==> src/rtl/mem_port_arb.sv <==
// mem_port_arb: two-requester (fetch / data) arbiter onto a single memory port.
// One transfer outstanding at a time: IDLE -> GRANT_x -> RESP -> IDLE.
// Optional feature macro: ARB_ROUND_ROBIN_EN selects round-robin contention
// resolution; otherwise data has priority with a fetch starvation limit.
module mem_port_arb #(
  parameter int STARVE_LIMIT = 4
) (
  input  logic        clk,
  input  logic        rst,
  // fetch requester
  input  logic        i_req,
  input  logic [63:0] i_addr,
  output logic [63:0] i_rdata,
  output logic        i_ack,
  // data requester
  input  logic        d_req,
  input  logic        d_we,
  input  logic [63:0] d_addr,
  input  logic [63:0] d_wdata,
  input  logic [7:0]  d_wstrb,
  output logic [63:0] d_rdata,
  output logic        d_ack,
  // shared memory port
  output logic        m_req,
  output logic        m_we,
  output logic [63:0] m_addr,
  output logic [63:0] m_wdata,
  output logic [7:0]  m_wstrb,
  input  logic        m_ready,
  input  logic [63:0] m_rdata,
  output logic        busy
);

  typedef enum logic [1:0] {IDLE, GRANT_I, GRANT_D, RESP} state_t;

  state_t      r_state, w_nxt;
  logic        w_grant, w_grant_d, w_data_pref;
  logic [63:0] r_addr, r_wdata, r_i_rdata, r_d_rdata;
  logic [7:0]  r_wstrb;
  logic        r_we, r_win_d;

`ifdef ARB_ROUND_ROBIN_EN
  // 1 = data was granted last, 0 = fetch was granted last
  logic r_last;
  assign w_data_pref = ~r_last;

  // last-granted pointer moves on every grant
  always_ff @(posedge clk) begin
    if (rst)          r_last <= 1'b0;
    else if (w_grant) r_last <= w_grant_d;
  end
`else
  localparam int CW = (STARVE_LIMIT < 1) ? 1 : $clog2(STARVE_LIMIT + 1);
  logic [CW-1:0] r_cnt;
  assign w_data_pref = (r_cnt != CW'(STARVE_LIMIT));

  // starvation counter: counts data grants that passed over a waiting fetch
  always_ff @(posedge clk) begin
    if (rst)
      r_cnt <= '0;
    else if (w_grant) begin
      if (!w_grant_d)                              r_cnt <= '0;
      else if (i_req && r_cnt != CW'(STARVE_LIMIT)) r_cnt <= r_cnt + 1'b1;
    end
  end
`endif

  // state register
  always_ff @(posedge clk) begin
    if (rst) r_state <= IDLE;
    else     r_state <= w_nxt;
  end

  // next state and winner selection; requests only looked at in IDLE
  always_comb begin
    w_nxt     = r_state;
    w_grant   = 1'b0;
    w_grant_d = 1'b0;
    case (r_state)
      IDLE: if (i_req || d_req) begin
        w_grant   = 1'b1;
        w_grant_d = d_req && (!i_req || w_data_pref);
        w_nxt     = w_grant_d ? GRANT_D : GRANT_I;
      end
      GRANT_I, GRANT_D: if (m_ready) w_nxt = RESP;
      RESP:    w_nxt = IDLE;
      default: w_nxt = IDLE;
    endcase
  end

  // request latch at grant, read data capture at completion
  always_ff @(posedge clk) begin
    if (rst) begin
      r_addr    <= '0;
      r_wdata   <= '0;
      r_wstrb   <= '0;
      r_we      <= 1'b0;
      r_win_d   <= 1'b0;
      r_i_rdata <= '0;
      r_d_rdata <= '0;
    end else begin
      if (w_grant) begin
        r_addr  <= w_grant_d ? d_addr  : i_addr;
        r_wdata <= w_grant_d ? d_wdata : '0;
        r_wstrb <= w_grant_d ? d_wstrb : '0;
        r_we    <= w_grant_d & d_we;
        r_win_d <= w_grant_d;
      end
      if (m_req && m_ready) begin
        if (r_win_d) r_d_rdata <= m_rdata;
        else         r_i_rdata <= m_rdata;
      end
    end
  end

  assign m_req   = (r_state == GRANT_I) || (r_state == GRANT_D);
  assign m_we    = m_req & r_we;
  assign m_wstrb = m_req ? r_wstrb : 8'h00;
  assign m_addr  = r_addr;
  assign m_wdata = r_wdata;
  assign i_ack   = (r_state == RESP) && !r_win_d;
  assign d_ack   = (r_state == RESP) &&  r_win_d;
  assign i_rdata = r_i_rdata;
  assign d_rdata = r_d_rdata;
  assign busy    = (r_state != IDLE);

endmodule

==> config.mk <==
export PLATFORM = sky130hd
export DESIGN_NAME = mem_port_arb
export DESIGN_NICKNAME = d
export VERILOG_FILES = /design/src/rtl/mem_port_arb.sv
export SDC_FILE = /design/constraint.sdc
export NUM_CORES = 1
export LEC_CHECK = 0
export ABC_AREA = 1
export CORE_AREA = 2 2 210 212
export CTS_CLUSTER_DIAMETER = 50
export DETAILED_ROUTE_END_ITERATION = 8
export DIE_AREA = 0 0 212 214
export PLACE_DENSITY = 0.62
export SYNTH_ARGS = -nofsm -noshare
export SYNTH_HDL_FRONTEND = slang
export SYNTH_SLANG_ARGS = --single-unit
==> constraint.sdc <==
create_clock -name clk -period 1.8 [get_ports clk]
set_input_delay 0.27 -clock clk [delete_from_list [all_inputs] [get_ports clk]]
set_output_delay 0.27 -clock clk [all_outputs]
set_load 0.01 [all_outputs]
==> results of run 1 <==
## report_power, final
| part | internal (mW) | switching [mW] | leakage, nW |
|---|---|---|---|
| clock | 4.39 | 2.77 | 0.586 |
| sequential | 7.69 | 0.948 | 2.22 |
| combinational | 5.69 | 5.78 | 4.95 |
## routing by layer
layer	GRT usage	routed length, um	vias to the layer above
li1	-	-	5783
met1	0.1859	16030	5179
met2	0.2932	19840	404
met3	0.06040	3793	76
met4	0.08286	1499	0
met5	0	0	-
## cells by family (layout without fill, tap and decap cells)
| family | after synthesis | in the layout | share of synthesized area |
|---|---|---|---|
| and+or+nand+nor | 701 | 701 | 0.2597 |
| DFF | 271 | 271 | 0.5029 |
| other | 0 | 1 | 0 |
| AOI/OAI and AO/OA | 273 | 273 | 0.1267 |
| adders and majority gates | 4 | 4 | 0.004639 |
| buffers and inverters | 264 | 811 | 0.1061 |
## stage by stage
stage	util	setup TNS (ns)	instance area, um^2
2_1_floorplan	-	0	10790
3_3_place_gp	0.3963	-0.03968	17000
3_5_place_dp	0.3963	-0.4742	17000
4_1_cts	0.4249	-0.2484	18220
5_1_grt	0.4309	-0.6642	18480
6_report	0.4309	-0.04823	18480
## worst min-delay path by stage
stage	start	endpoint	cells past startpoint
after global routing	rst	d_rdata[52]$_SDFFE_PP0P_	4
after CTS	rst	i_rdata[26]$_SDFFE_PP0P_	4
after detailed placement	d_rdata[39]$_SDFFE_PP0P_	d_rdata[39]$_SDFFE_PP0P_	2
after floorplan	m_rdata[0]	i_rdata[0]$_SDFFE_PP0P_	2
after global placement	d_rdata[14]$_SDFFE_PP0P_	d_rdata[14]$_SDFFE_PP0P_	2
final	rst	i_rdata[36]$_SDFFE_PP0P_	4
## cell type report
cell class | instances | share of cell area
timing repair buffer | 591 | 0.3337
multi-input combinational | 978 | 0.2356
sequential | 271 | 0.2938
clock buffer | 45 | 0.05389
clock inverter | 20 | 0.01144
inverter | 155 | 0.03189
antenna | 1 | 0.0001354
tap | 585 | 0.03960
## placed cells by master (no fill, tap or decap)
cell and n:
o21ai_0 130, a21oi_1 142, inv_2 15, clkinv_2 6
buf_4 25, inv_8 1, dfxtp_1 268, buf_6 12
bufinv_16 3, nor2_1 250, clkinvlp_4 4, clkinv_4 4
nand3_4 1, dlymetal6s2s_1 2, nand4_1 2, nand3_1 128
nand2_1 293, dlygate4sd2_1 6, clkbuf_16 42, nand2_2 10
dfxtp_2 3, inv_1 139, buf_2 1, diode_2 1
nand2_4 1, clkbuf_1 4, clkdlybuf4s15_2 1, inv_6 3
buf_12 23, nor2_4 3, nor2_2 12, clkdlybuf4s50_1 516
clkbuf_8 4, ha_1 2, o21ai_4 1, nand3_2 1
ha_4 2
## synthesized netlist by cell type, drive strengths merged
cell type and instances:
nand2 304, dfxtp 271, nor2 265, inv 155, a21oi 142, o21ai 131
nand3 130, buf 59, clkbuf 50, ha 4, nand4 2
## sequential cells by signal (all words and copies together), names as in the netlist
| name | cells |
|---|---|
| r_win_d | 1 |
| m_addr | 64 |
| d_rdata | 64 |
| m_wdata | 64 |
| r_state | 2 |
| r_cnt | 3 |
| r_wstrb | 8 |
| r_we | 1 |
| i_rdata | 64 |
## repair_timing
item	CTS	global route
cloned	0	6
gates resized for setup	74	45
pin swaps	1	3
endpoints found under the setup margin	21	49
setup buffers	2	1
hold buffers	0	0
## tightest hold or removal path, cell delays in order
cell and delay, ns:
buf_4 0.11, inv_2 0.17, o21ai_0 0.13, nor2_1 0.04
==> impl_metrics.tcl, run 1 <==
set metrics [dict create \
    crit_path_max_fanout 6 \
    critPathArrivalTime_ns 1.54 \
    grt-ovfl-total 0 \
    path_clk_slew_ns 0.06 \
    reg2reg_to "i_rdata[32]$_SDFFE_PP0P_" \
    place.gp.congestion 0.8308 \
    cts-root-buf "clkbuf_16" \
    ant_nets 0 \
    clock-sinks 271 \
    rows 76 \
    die_w_um 212 \
    stdcell_count 2646 \
    finalPower_mw 27.27 \
    slew_violations 0 \
    insertion_delay_ns 0.53 \
    period_minus_slack_ns 1.813 \
    cp_top_family "flip-flops" \
    route.detailed.drc 0 \
    critPathLaunchType "register" \
    cp-endpoint "m_wstrb[2]" \
    grt_max_degree 87 \
    synth-seq-cells 271 \
    layout_setup_ws_ns -0.01287 \
    grt_use_total 0.1708 \
    multiInputGateArea_mm2 0.004354 \
    synth_fp_nets 1787 \
    synth_sequential_area_ratio 0.5029 \
    yosysUniqueCellTypes 17 \
    num_io_pins 539 \
    grt_setup_unrepaired "yes" \
    vias_per_cell 4.324 \
    drive_above_1_share 0.08641 \
    powerDensity_mw_per_mm2 1476 \
    regArea_mm2 0.005429 \
    dr.first_iter.drc_count 556 \
    hold_slack_ns 0.2479 \
    synth_top_area_cell "dfxtp_1" \
    synth_area_mm2 0.01079 \
    status "finished with violations" \
    first_pass_iters 5 \
    r2r-start "r_state[0]$_SDFFE_PP0P_" \
    die_y_um 214 \
    worst-setup-path-type "reg2out" \
    r2r_slack_ns 0.11 \
    cpMostUsedCell "inv_2" \
    area_growth_pct 71.32 \
    finalClockSkew_ns 0.01168 \
    slowest_delay_ns 0.34 \
    grt_pass1_vias 11073 \
    path_cells "inv_2, ha_4, buf_12, nand2_2, inv_2, buf_6" \
    dieArea_mm2 0.04537 \
    dp_slack_ns -0.05302 \
    core_area_mm2 0.04289 \
    synth_area_leaders "dfxtp_1 50%, nand2_1 11%, nor2_1 9.2%" \
    grt_pass1_wl_um 61460 \
    wl_um 41160 \
    ff2ff_path_depth 10 \
    worst_slew_pin_slew_ns 0.4958 \
    wire_per_inst_um 15.56 \
    max_freq_mhz 551.6 \
    nFillCells 4266 \
    slowest_stage "dfxtp_2" \
    synth.top_cell.area_share 0.5029 \
    htree_levels 2 \
    placed_cells 2572 \
    hold_viol 0 \
    tritoncts "built" \
    cts_inserted_buffers 36 \
    avgSynthCellArea_um2 7.130 \
    critical_path.startpoint "r_state[0]$_SDFFE_PP0P_" \
    clockBufferDepth 3 \
    period_share 1.007 \
    antenna_found_initial 2 \
    setup_viol 6 \
    path_depth 6 \
    hold_class "in2reg" \
    endpoint_kind "primary output" \
    ys.warnings.count 0 \
    final_nets 2307 \
    vdd_drop_max_uv 700.9 \
    vias 11442 \
    hpwl_um 29910 \
    cap_violations 0 \
    syn_inst 1513 \
    cp_data_required_time_ns 1.53 \
    p_leak_nw 7.755 \
    relSlewSlack 0.6695 \
    place.port_buffers 538 \
    initial_core_util 0.2515 \
    violations "setup timing" \
    crit_buf_inv 4 \
]
No activity file was read; power rests on OpenSTA's default activity.
==> inputs of run 2 (changes only) <==
Settings changed: REMOVE_ABC_BUFFERS set to 1.
==> run 2 against run 1 <==
The run still ends with setup timing left. Clock-buffer cell count rose by 6. Sequential cell count unchanged. Power up 1.2%. Critical endpoint is now m_wstrb[7].
==> impl_metrics.tcl, run 2 (same netlist as run 1, synthesis figures left out) <==
set metrics [dict create \
    status "finished with violations" \
    violations "setup timing" \
    num_io_pins 539 \
    first_pass_iters 5 \
    cts-root-buf "clkbuf_16" \
    wl_met3_um 2875 \
    die_y_um 214 \
    topRoutingLayerUsed "met5" \
    comb_power_share 0.409 \
    clock-sinks 271 \
    htree_levels 2 \
    core_area_mm2 0.04289 \
    vias 11506 \
    wire_per_inst_um 15.33 \
    antenna_found_initial 4 \
    hold_viol 0 \
    route.met2.wl_um 20130 \
    die_w_um 212 \
    hpwl_um 29170 \
    dr.first_iter.drc_count 649 \
    placed_area_mm2 0.01701 \
    grt_setup_unrepaired "yes" \
    setup_viol 1 \
    final_area_mm2 0.01842 \
    finalClockSkew_ns 0.01398 \
    tns_ns -0.0001185 \
    dieArea_mm2 0.04537 \
    area_growth_pct 70.76 \
    worst_slew_pin_slew_ns 0.6604 \
    final_common_cell "clkdlybuf4s50_1" \
    wl_um 40530 \
    clockBufferDepth 3 \
    nFillCells 4301 \
    hold_class "in2reg" \
    cap_violations 0 \
    insertion_delay_ns 0.53 \
    period_minus_slack_ns 1.800 \
    initial_core_util 0.2515 \
    tritoncts "built" \
    endpoint_kind "primary output" \
    final_nets 2303 \
    crit_path_max_fanout 5 \
    layout_setup_ws_ns -0.0001185 \
    vdd_drop_max_uv 718.5 \
    critPathArrivalTime_ns 1.53 \
    max_freq_mhz 555.5 \
    grt_use_total 0.1732 \
    place.gp.congestion 0.8760 \
    p_sw_frac 0.3424 \
    powerDensity_mw_per_mm2 1498 \
    seqPwrFrac 0.311 \
    grt_pass1_vias 11163 \
    cts_inserted_buffers 38 \
    period_share 1.000 \
    clkPwrFrac 0.280 \
    dp_slack_ns -0.04334 \
    power_switching_mw 9.448 \
    vias_per_cell 4.352 \
    route.detailed.drc 0 \
    postLayoutCoreUtil 0.4295 \
    worst-setup-path-type "reg2out" \
    wl_met1_um 15900 \
    p_leak_nw 7.763 \
    grt_pass1_wl_um 61820 \
    p_int_mw 18.14 \
    hold_buffers 0 \
    cp_data_required_time_ns 1.53 \
    slew_violations 0 \
    ant_nets 0 \
    place.port_buffers 538 \
    layout_common_cells "520 x clkdlybuf4s50_1, 294 x nand2_1, 269 x dfxtp_1" \
    rows 76 \
    relSlewSlack 0.5598 \
    path_clk_slew_ns 0.05 \
    grt-ovfl-total 0 \
    critPathLaunchType "register" \
    grt_max_degree 130 \
    drive_above_1_share 0.07490 \
]
## run 2: changes by cell type in the layout (fill, tap and decap cells not counted), moves of 4 or more
cell             change
nor2_2              -12
clkbuf_16            -4
nand2_2              -4
dlygate4sd2_1        -4
clkdlybuf4s50_1      +4
nor2_1              +13
## run 2: area by class of cell
cell class,instances,area (um^2),area share
timing repair buffer,585,6047,0.3283
sequential,271,5428,0.2946
multi-input combinational,978,4319,0.2345
clock buffer,51,1060,0.05753
tap,585,732.0,0.03973
inverter,155,581.8,0.03158
clock inverter,16,246.5,0.01338
antenna,3,7.507,0.0004075
## run 2: metal layers
metal  global-route usage  up-vias
met5                    0        -
met4              0.08028        2
met3              0.04750      102
met2               0.3019      404
met1               0.1946     5215
li1                     -     5783
## run 2: per-stage QoR
step,power (mW),instances,hold WS [ns]
after floorplan,12.16,1404,0.3391
after CTS,28.04,2642,0.1070
after detailed placement,19.79,2571,0.4333
final,27.59,2644,0.1372
after global placement,19.69,2571,0.4307
after global routing,29.33,2644,0.1380
## run 2: power groups by stage
| stage | registers [mW] | logic, mW | clock network (mW) |
|---|---|---|---|
| after global routing | 8.75 | 12.4 | 8.22 |
| after detailed placement | 8.66 | 11.1 | 0 |
| final | 8.57 | 11.3 | 7.73 |
| after CTS | 8.57 | 11.5 | 7.98 |
| after global placement | 8.61 | 11.1 | 0 |
| after floorplan | 8.82 | 3.34 | 0 |
## run 2: timing repair
item                       CTS  global route
gates resized for setup     72            20
setup endpoints to repair   15            37
cloned                       1             0
pin swaps                    3             4
setup buffers                3             0
## run 2: worst paths after layout
kind	start	to	slack, ns	cells past startpoint
worst max register to register	r_state[1]$_SDFFE_PP0P_	d_rdata[3]$_SDFFE_PP0P_	0.11	7
worst min register to register	d_rdata[54]$_SDFFE_PP0P_	d_rdata[54]$_SDFFE_PP0P_	0.44	2
worst min-delay path	rst	r_cnt[0]$_SDFFE_PP0P_	0.14	4
worst max-delay path	r_state[1]$_SDFFE_PP0P_	m_wstrb[7]	-0.0001	6
## run 2: worst max-delay path, cell delays in order, from the launching register on
cell	delay, ns
dfxtp_2	0.33
inv_2	0.04
ha_4	0.29
buf_12	0.13
nand2_2	0.05
inv_1	0.04
buf_2	0.11
==> inputs of run 3 (changes only) <==
Settings changed: CORE_AREA 2 2 210 212 to 2 2 212 214, DIE_AREA 0 0 212 214 to 0 0 214 216, SLEW_MARGIN set to 10.
==> run 3 against run 2 <==
Setup slack got worse by 0.024 ns. Sequential cell count is the same. Largest cell class unchanged. Power increased by 1.1%. The flow still finishes with violations (setup timing). Clock power fell by 6.9%. Largest power group unchanged. Critical path depth unchanged.
==> impl_metrics.tcl, run 3 (same netlist as run 1, synthesis figures left out) <==
set metrics [dict create \
    status "finished with violations" \
    violations "setup timing" \
    rows 77 \
    comb_power_share 0.432 \
    final_area_mm2 0.01872 \
    wl_um 42590 \
    route.detailed.drc 0 \
    clockBufferDepth 3 \
    grt_max_degree 96 \
    placed_cells 2595 \
    seqPwrFrac 0.310 \
    relSlewSlack 0.6187 \
    first_pass_iters 5 \
    postLayoutCoreUtil 0.4271 \
    critPathLaunchType "register" \
    grt_setup_unrepaired "yes" \
    stdcell_count 2673 \
    htree_levels 2 \
    power_switching_mw 9.919 \
    clkPwrFrac 0.258 \
    hpwl_um 31090 \
    period_minus_slack_ns 1.824 \
    layout_setup_ws_ns -0.02404 \
    slew_violations 0 \
    insertion_delay_ns 0.54 \
    cts-root-buf "clkbuf_16" \
    dp_slack_ns -0.07118 \
    wire_per_inst_um 15.93 \
    vias_per_cell 4.358 \
    p_int_mw 17.97 \
    hold_slack_ns 0.2321 \
    grt_pass1_vias 11247 \
    ant_nets 0 \
    hold_buffers 0 \
    worst-setup-path-type "reg2out" \
    drive_above_1_share 0.1010 \
    tns_ns -0.1636 \
    dieArea_mm2 0.04622 \
    r2r_slack_ns 0.04 \
    max_freq_mhz 548.2 \
    cts_inserted_buffers 38 \
    worst_slew_pin_slew_ns 0.5720 \
    vdd_drop_max_uv 773.2 \
    die_w_um 214 \
    core_area_mm2 0.04384 \
    area_growth_pct 73.57 \
    place.gp.congestion 0.9668 \
    p_sw_frac 0.3556 \
    grt-ovfl-total 0 \
    hold_class "in2reg" \
    finalClockSkew_ns 0.02523 \
    path_clk_slew_ns 0.06 \
    powerDensity_mw_per_mm2 1490 \
    grt_pass1_wl_um 63920 \
    cap_violations 0 \
    critPathArrivalTime_ns 1.55 \
    crit_path_max_fanout 5 \
    die_y_um 216 \
    num_io_pins 539 \
    place.port_buffers 538 \
    setup_viol 9 \
    p_leak_nw 7.904 \
    dr.first_iter.drc_count 797 \
    clock-sinks 271 \
    cp_data_required_time_ns 1.53 \
    layout_common_cells "517 x clkdlybuf4s50_1, 293 x nand2_1, 267 x dfxtp_1" \
    finalPower_mw 27.89 \
    period_share 1.013 \
    endpoint_kind "primary output" \
    tritoncts "built" \
    vias 11649 \
    final_nets 2325 \
    grt_use_total 0.1753 \
    hold_viol 0 \
    antenna_found_initial 2 \
    placed_area_mm2 0.01713 \
    initial_core_util 0.2461 \
    final_common_cell "clkdlybuf4s50_1" \
]
-- run 3: final cells by class --
cell class / instances / area [um^2]
Multi-Input combinational cell: 978 / 4402
Timing Repair Buffer: 607 / 6325
Clock buffer: 49 / 1064
Tap cell: 592 / 740.7
Antenna cell: 2 / 5.005
Clock inverter: 19 / 163.9
Inverter: 155 / 594.3
Sequential cell: 271 / 5430
Fill cell: 4379 / 25110
-- run 3: worst max-delay path, cell delays in order, from the launching register on --
cell	delay, ns
dfxtp_2	0.34
inv_2	0.05
ha_4	0.29
buf_12	0.14
nand2_4	0.05
inv_2	0.05
buf_6	0.09
-- run 3: per-layer routing --
layer	routed length, um	vias up	track usage	share of wire
li1	-	5822	-	-
met1	17580	5344	0.2090	0.41
met2	20930	404	0.3003	0.49
met3	2645	79	0.03848	0.062
met4	1428	0	0.08135	0.034
met5	0	-	0	0
-- run 3: repair_timing --
item | 4_1_cts | 5_1_grt
buffers inserted | 5 | 1
endpoints found under the hold margin | 0 | 0
endpoints found under the setup margin | 65 | 123
resized for setup | 131 | 61
cloned | 3 | 1
pin swaps | 6 | 5
-- run 3: power by group through the flow --
stage               Clock, mW  Combinational [mW]  Sequential, mW
floorplan                   0                3.34            8.82
global placement            0                11.2            8.64
detailed placement          0                11.3            8.69
CTS                      7.43                12.1            8.62
global route             7.66                13.1            8.82
finish                   7.20                12.1            8.64
-- run 3: worst paths after layout --
| kind | start | to | depth (start not counted) |
|---|---|---|---|
| worst min-delay path | rst | d_rdata[24]$_SDFFE_PP0P_ | 4 |
| worst max register to register | r_state[1]$_SDFFE_PP0P_ | i_rdata[23]$_SDFFE_PP0P_ | 11 |
| worst max-delay path | r_state[1]$_SDFFE_PP0P_ | m_wstrb[6] | 6 |
| worst min register to register | d_rdata[12]$_SDFFE_PP0P_ | d_rdata[12]$_SDFFE_PP0P_ | 2 |
